**src/rtl/sync_fifo_pkg.sv**
```systemverilog
// rtl/sync_fifo_pkg.sv - shared constants and parameter helpers for sync_fifo_flex
package sync_fifo_pkg;

    localparam int FIFO_STD  = 0;
    localparam int FIFO_FWFT = 1;

    // Pointers carry one extra wrap bit above the address.
    function automatic int ptr_width(input int depth);
        return $clog2(depth) + 1;
    endfunction

    function automatic bit params_legal(input int depth, input int af_thresh, input int ae_thresh);
        return (depth >= 2) && ((depth & (depth - 1)) == 0)
            && (af_thresh >= 0) && (af_thresh <= depth)
            && (ae_thresh >= 0) && (ae_thresh <= depth);
    endfunction

endpackage

```
**src/rtl/fifo_mem_2p.sv**
```systemverilog
// rtl/fifo_mem_2p.sv - storage array with one synchronous write port and one asynchronous read port
module fifo_mem_2p
    import sync_fifo_pkg::*;
#(
    parameter int data_width = 32,
    parameter int fifo_depth = 8
) (
    input  logic                            clk,
    input  logic                            wr_en,
    input  logic [$clog2(fifo_depth)-1:0]   wr_addr,
    input  logic [data_width-1:0]           wr_data,
    input  logic [$clog2(fifo_depth)-1:0]   rd_addr,
    output logic [data_width-1:0]           rd_data
);

    logic [data_width-1:0] mem_q [fifo_depth];

    always_ff @(posedge clk) begin
        if (wr_en) begin
            mem_q[wr_addr] <= wr_data;
        end
    end

    assign rd_data = mem_q[rd_addr];

endmodule

```
**src/rtl/sync_fifo_flex.sv**
```systemverilog
// rtl/sync_fifo_flex.sv - single-clock FIFO with selectable read mode, threshold flags and sticky errors
module sync_fifo_flex
    import sync_fifo_pkg::*;
#(
    parameter int data_width          = 32,
    parameter int fifo_depth          = 8,
    parameter int fwft                = 0,
    parameter int almost_full_thresh  = fifo_depth - 2,
    parameter int almost_empty_thresh = 1
) (
    input  logic                            clk,
    input  logic                            rst,
    input  logic                            cs,
    input  logic                            flush,
    input  logic                            wr_en,
    input  logic                            rd_en,
    input  logic [data_width-1:0]           data_in,
    output logic [data_width-1:0]           data_out,
    output logic                            empty,
    output logic                            full,
    output logic                            almost_empty,
    output logic                            almost_full,
    output logic [$clog2(fifo_depth):0]     count,
    output logic                            overflow,
    output logic                            underflow
);

    localparam int AW = $clog2(fifo_depth);
    localparam int PW = ptr_width(fifo_depth);
    localparam logic [PW-1:0] AF_T = PW'(almost_full_thresh);
    localparam logic [PW-1:0] AE_T = PW'(almost_empty_thresh);

    if (!params_legal(fifo_depth, almost_full_thresh, almost_empty_thresh)) begin : g_param_check
        $error("sync_fifo_flex: illegal depth or threshold parameters");
    end

    logic [PW-1:0]         wr_ptr_q, wr_ptr_d;
    logic [PW-1:0]         rd_ptr_q, rd_ptr_d;
    logic                  overflow_q, overflow_d;
    logic                  underflow_q, underflow_d;
    logic                  rd_acc, wr_acc, mem_we;
    logic [data_width-1:0] mem_rd;

    assign empty        = (wr_ptr_q == rd_ptr_q);
    assign full         = (wr_ptr_q[AW-1:0] == rd_ptr_q[AW-1:0]) && (wr_ptr_q[AW] != rd_ptr_q[AW]);
    assign count        = wr_ptr_q - rd_ptr_q;
    assign almost_full  = (count >= AF_T);
    assign almost_empty = (count <= AE_T);
    assign overflow     = overflow_q;
    assign underflow    = underflow_q;

    // A concurrent read frees a slot, so a full FIFO can still take a write.
    assign rd_acc = cs & rd_en & ~empty;
    assign wr_acc = cs & wr_en & (~full | rd_acc);
    assign mem_we = wr_acc & ~flush;

    always_comb begin
        wr_ptr_d    = wr_ptr_q;
        rd_ptr_d    = rd_ptr_q;
        overflow_d  = overflow_q;
        underflow_d = underflow_q;
        if (flush) begin
            wr_ptr_d    = '0;
            rd_ptr_d    = '0;
            overflow_d  = 1'b0;
            underflow_d = 1'b0;
        end else begin
            if (wr_acc) wr_ptr_d = wr_ptr_q + PW'(1);
            if (rd_acc) rd_ptr_d = rd_ptr_q + PW'(1);
            if (cs & wr_en & ~wr_acc) overflow_d = 1'b1;
            if (cs & rd_en & empty) underflow_d = 1'b1;
        end
    end

    always_ff @(posedge clk or negedge rst) begin
        if (!rst) begin
            wr_ptr_q    <= '0;
            rd_ptr_q    <= '0;
            overflow_q  <= 1'b0;
            underflow_q <= 1'b0;
        end else begin
            wr_ptr_q    <= wr_ptr_d;
            rd_ptr_q    <= rd_ptr_d;
            overflow_q  <= overflow_d;
            underflow_q <= underflow_d;
        end
    end

    fifo_mem_2p #(
        .data_width (data_width),
        .fifo_depth (fifo_depth)
    ) u_mem (
        .clk     (clk),
        .wr_en   (mem_we),
        .wr_addr (wr_ptr_q[AW-1:0]),
        .wr_data (data_in),
        .rd_addr (rd_ptr_q[AW-1:0]),
        .rd_data (mem_rd)
    );

    if (fwft == FIFO_FWFT) begin : g_fwft
        assign data_out = empty ? '0 : mem_rd;
    end else begin : g_std
        logic [data_width-1:0] dout_q, dout_d;

        always_comb begin
            dout_d = dout_q;
            if (flush) begin
                dout_d = '0;
            end else if (rd_acc) begin
                dout_d = mem_rd;
            end
        end

        always_ff @(posedge clk or negedge rst) begin
            if (!rst) begin
                dout_q <= '0;
            end else begin
                dout_q <= dout_d;
            end
        end

        assign data_out = dout_q;
    end

endmodule

```
**config.mk**
```make
export PLATFORM = sky130hd
export DESIGN_NAME = sync_fifo_flex
export DESIGN_NICKNAME = d
export VERILOG_FILES = /design/src/rtl/sync_fifo_pkg.sv /design/src/rtl/fifo_mem_2p.sv /design/src/rtl/sync_fifo_flex.sv
export SDC_FILE = /design/constraint.sdc
export NUM_CORES = 1
export LEC_CHECK = 0
export CORE_MARGIN = 2
export CORE_UTILIZATION = 28
export CTS_CLUSTER_SIZE = 12
export DETAILED_ROUTE_END_ITERATION = 8
export GPL_TIMING_DRIVEN = 0
export PLACE_DENSITY = 0.45
export SLEW_MARGIN = 10
export SYNTH_ARGS = -nofsm -noshare
export SYNTH_HDL_FRONTEND = slang
export SYNTH_SLANG_ARGS = --single-unit
```
**constraint.sdc**
```tcl
create_clock -name clk -period 11.24 [get_ports clk]
set_input_delay 2.81 -clock clk [delete_from_list [all_inputs] [get_ports clk]]
set_output_delay 2.81 -clock clk [all_outputs]
set_load 0.02 [all_outputs]
```
==> impl_metrics.yaml, run 1 <==
run_status:
  status: "completed"
floorplan:
  core_sq_um: 40600
  num_io_pins: 80
  initial_utilization: 0.283
  fp-row-count: 74
  fp.dieH_microns: 207
  dieWidth_microns: 207
  die_area_sq_um: 42700
global_routing:
  grt.overflow.total: 0
  grt_pass1_vias: 6318
  grt_max_degree: 26
  grt_use_total: 0.132
  grt_pass1_wl_microns: 41100
  grt_antenna_before_repair: 0
clock_tree:
  cts_setup_buffers: 0
  clkLatencyLatePin_ns: 0.55
  cts_max_path_buffers: 3
  clkSinkCount: 298
  ctsResizeCount: 0
  htreeDepth: 1
  root_buffer: "clkbuf_16"
  cts_tree: "yes"
  cts_buffers: 31
  clk_pin_slew_ns: 0.06
  cts_hold_buf: 0
logic_synthesis:
  avgSynthCellArea_sq_um: 19.3
  syn-num-nets: 638
  yosys-top-cells-area: "edfxtp_1 67%, mux4_2 13%, dfrtp_1 9.2%, nand2_1 3.2%, a22o_1 2.4%"
  ys_types: 36
  netlist_instances: 594
  yosysSeqAreaShare: 0.761
  netlist.area_leader.share: 0.669
  syn-cell-area_sq_um: 11500
  yosys.area.top_type: "edfxtp_1"
  synth-seq-cells: 298
  synth_warnings: 0
timing:
  slew_violations: 0
  maxSlewHeadroom: 0.416
  rsz0062_at_grt: "false"
  finalCriticalPeriod_ns: 6.63
  fin_crit_sh: 0.590
  fin_skew_ns: 0.0144
  timing.hold.ws_ns: 0.499
  setup_viol: 0
  worst_slew_pin_slew_ns: 0.869
  fmaxAchievable_ghz: 0.151
  hold_viol_final: 0
routing:
  ant_nets: 0
  drtIter0Drc: 365
  wl_microns: 27800
  vias: 5991
  drc_errors: 0
  dr.pass1.iters: 4
  via_per_inst: 4.58
  wire_per_inst_microns: 21.3
cells_and_area:
  antenna_cells: 0
  nets: 796
  drive_gt1_frac: 0.238
  post-route-util: 0.351
  area.growth.synth_to_final_pct: 24.3
placed_design:
  port_buffers: 79
  place.gp.congestion: 0.738
  dpl.hpwl_microns: 19400
critical_path:
  critPathArrivalTime_ns: 3.82
  worst_setup_path_end_kind: "primary output"
  critical_path.max_fanout: 10
  crit_path_start_kind: "flop"
  worst_ep_required_time_ns: 8.43
  path_class: "flop to primary output"
power:
  power_density_nw_per_um2: 162
  leakage_nw: 4.88
  ir_worst_vdd_mv: 0.109
flow_run:
  cap_violations: 0
hold_path:
  min_path_type: "flop to flop"
==> per-stage QoR <==
| step | instances | cell area (sq um) | setup TNS (ns) | setup WS [ns] | power, mW |
|---|---|---|---|---|---|
| final | 1308 | 14300 | 0 | 4.61 | 2.32 |
| after global routing | 1308 | 14300 | 0 | 4.27 | 2.40 |
| after CTS | 1308 | 14300 | 0 | 4.48 | 2.35 |
| after detailed placement | 1251 | 13300 | 0 | 5.07 | 1.39 |
| after global placement | 1205 | 12900 | -2.61 | -0.0540 | 1.39 |
| after floorplan | 594 | 11500 | 0 | 4.53 | 1.32 |
==> critical path, stage by stage (launching register included) <==
cell and delay, ns:
dfrtp_1 0.41, clkbuf_1 0.49, inv_1 0.29, clkbuf_1 0.37, ha_1 0.42, nor2b_1 0.13
o21ai_0 0.19, and3_1 0.23, o21a_1 0.12, clkdlybuf4s50_1 0.60
==> placed cells by master, fill, tap and decap left out, types with 20 or more instances in the layout <==
| cell type | Yosys | layout |
|---|---|---|
| edfxtp_1 | 256 | 256 |
| nand2_1 | 99 | 99 |
| clkdlybuf4s50_1 | 0 | 78 |
| mux4_2 | 64 | 64 |
| dfrtp_1 | 42 | 42 |
| buf_4 | 1 | 38 |
| a22o_1 | 31 | 31 |
| clkbuf_16 | 0 | 31 |
| clkbuf_1 | 8 | 21 |
| buf_2 | 13 | 20 |
==> worst paths after layout <==
kind	from	endpoint	cells after the start	slack, ns
worst max-delay path	rd_ptr_q[1]$_DFFE_PN0P_	almost_empty	9	4.61
worst min-delay path	overflow$_DFFE_PN0P_	overflow$_DFFE_PN0P_	2	0.50
worst max register to register	rd_ptr_q[1]$_DFFE_PN0P_	u_mem.mem_q[2][9]$_DFFE_PP_	10	7.01
worst min register to register	overflow$_DFFE_PN0P_	overflow$_DFFE_PN0P_	2	0.50
max in group asynchronous	rst	data_out[8]$_DFFE_PN0P_	2	8.35
min in group asynchronous	rst	underflow$_DFFE_PN0P_	1	2.31
==> cell usage after synthesis, drive strengths merged <==
| master | count |
|---|---|
| nor2 | 16 |
| nor3 | 3 |
| nand2b | 1 |
| xor2 | 1 |
| dfrtp | 42 |
| or2 | 1 |
| a21o | 1 |
| o21ai | 2 |
| ha | 5 |
| nand2 | 99 |
| clkbuf | 8 |
| nand3 | 4 |
| xnor2 | 5 |
| nor2b | 2 |
| mux4 | 64 |
| a311oi | 1 |
| edfxtp | 256 |
| o21a | 1 |
| a211oi | 2 |
| inv | 8 |
| fa | 1 |
| nor4 | 7 |
| and3 | 2 |
| o311ai | 1 |
| mux2i | 3 |
| a22o | 31 |
| a31oi | 1 |
| a21oi | 3 |
| buf | 22 |
| mux2 | 1 |
==> power by group <==
group	total, mW	switching, mW	internal (mW)	leakage, nW
sequential	1.22	0.00614	1.21	2.89
clock	0.950	0.404	0.546	0.461
combinational	0.147	0.0790	0.0680	1.54
total	2.32	0.489	1.83	4.88
==> flip-flops by register name (all words and copies together) (netlist names) <==
signal / count
overflow: 1
wr_ptr_q: 4
rd_ptr_q: 4
data_out: 32
u_mem.mem_q: 256
underflow: 1
==> cell type report <==
type | count | area, sq um
fillers | 3801 | 26400
multi-input cells | 258 | 2590
well taps | 532 | 666
clock inverters | 7 | 31.3
repair buffers | 125 | 1140
plain buffers | 30 | 170
inverters | 8 | 30.0
clock buffers | 50 | 907
flip-flops and latches | 298 | 8740
==> layer usage <==
layer	vias to the layer above	wire length, microns	global-route usage
met5	-	0	0
met3	31	1360	0.0232
li1	2678	-	-
met1	3141	12500	0.181
met2	141	13500	0.223
met4	0	466	0.0263
==> cell families after synthesis <==
family | count (synthesis) | share of synthesized area
AO/OA/AOI/OAI | 43 | 0.0321
XOR/XNOR | 6 | 0.00523
adder cells (fa/ha/maj) | 6 | 0.00719
buffers and inverters | 38 | 0.0174
flip-flops | 298 | 0.761
multiplexers | 68 | 0.129
AND/OR/NAND/NOR | 135 | 0.0481
No activity file was read; power rests on OpenSTA's default activity.
==> inputs of run 2 (changes only) <==
clock period = 6.87 ns   (was 11.24 ns; I/O delays follow)
==> results of run 2 <==
The final DEF is identical to that of run 1. Status: completed.
Among the figures that moved: setup slack after placement 5.07 ns -> 1.80 ns; setup slack after layout 4.61 ns -> 1.33 ns; register-to-register setup slack 7.01 ns -> 2.64 ns; total power 2.32 mW -> 3.79 mW; worst IR drop on VDD 0.109 mV -> 0.178 mV
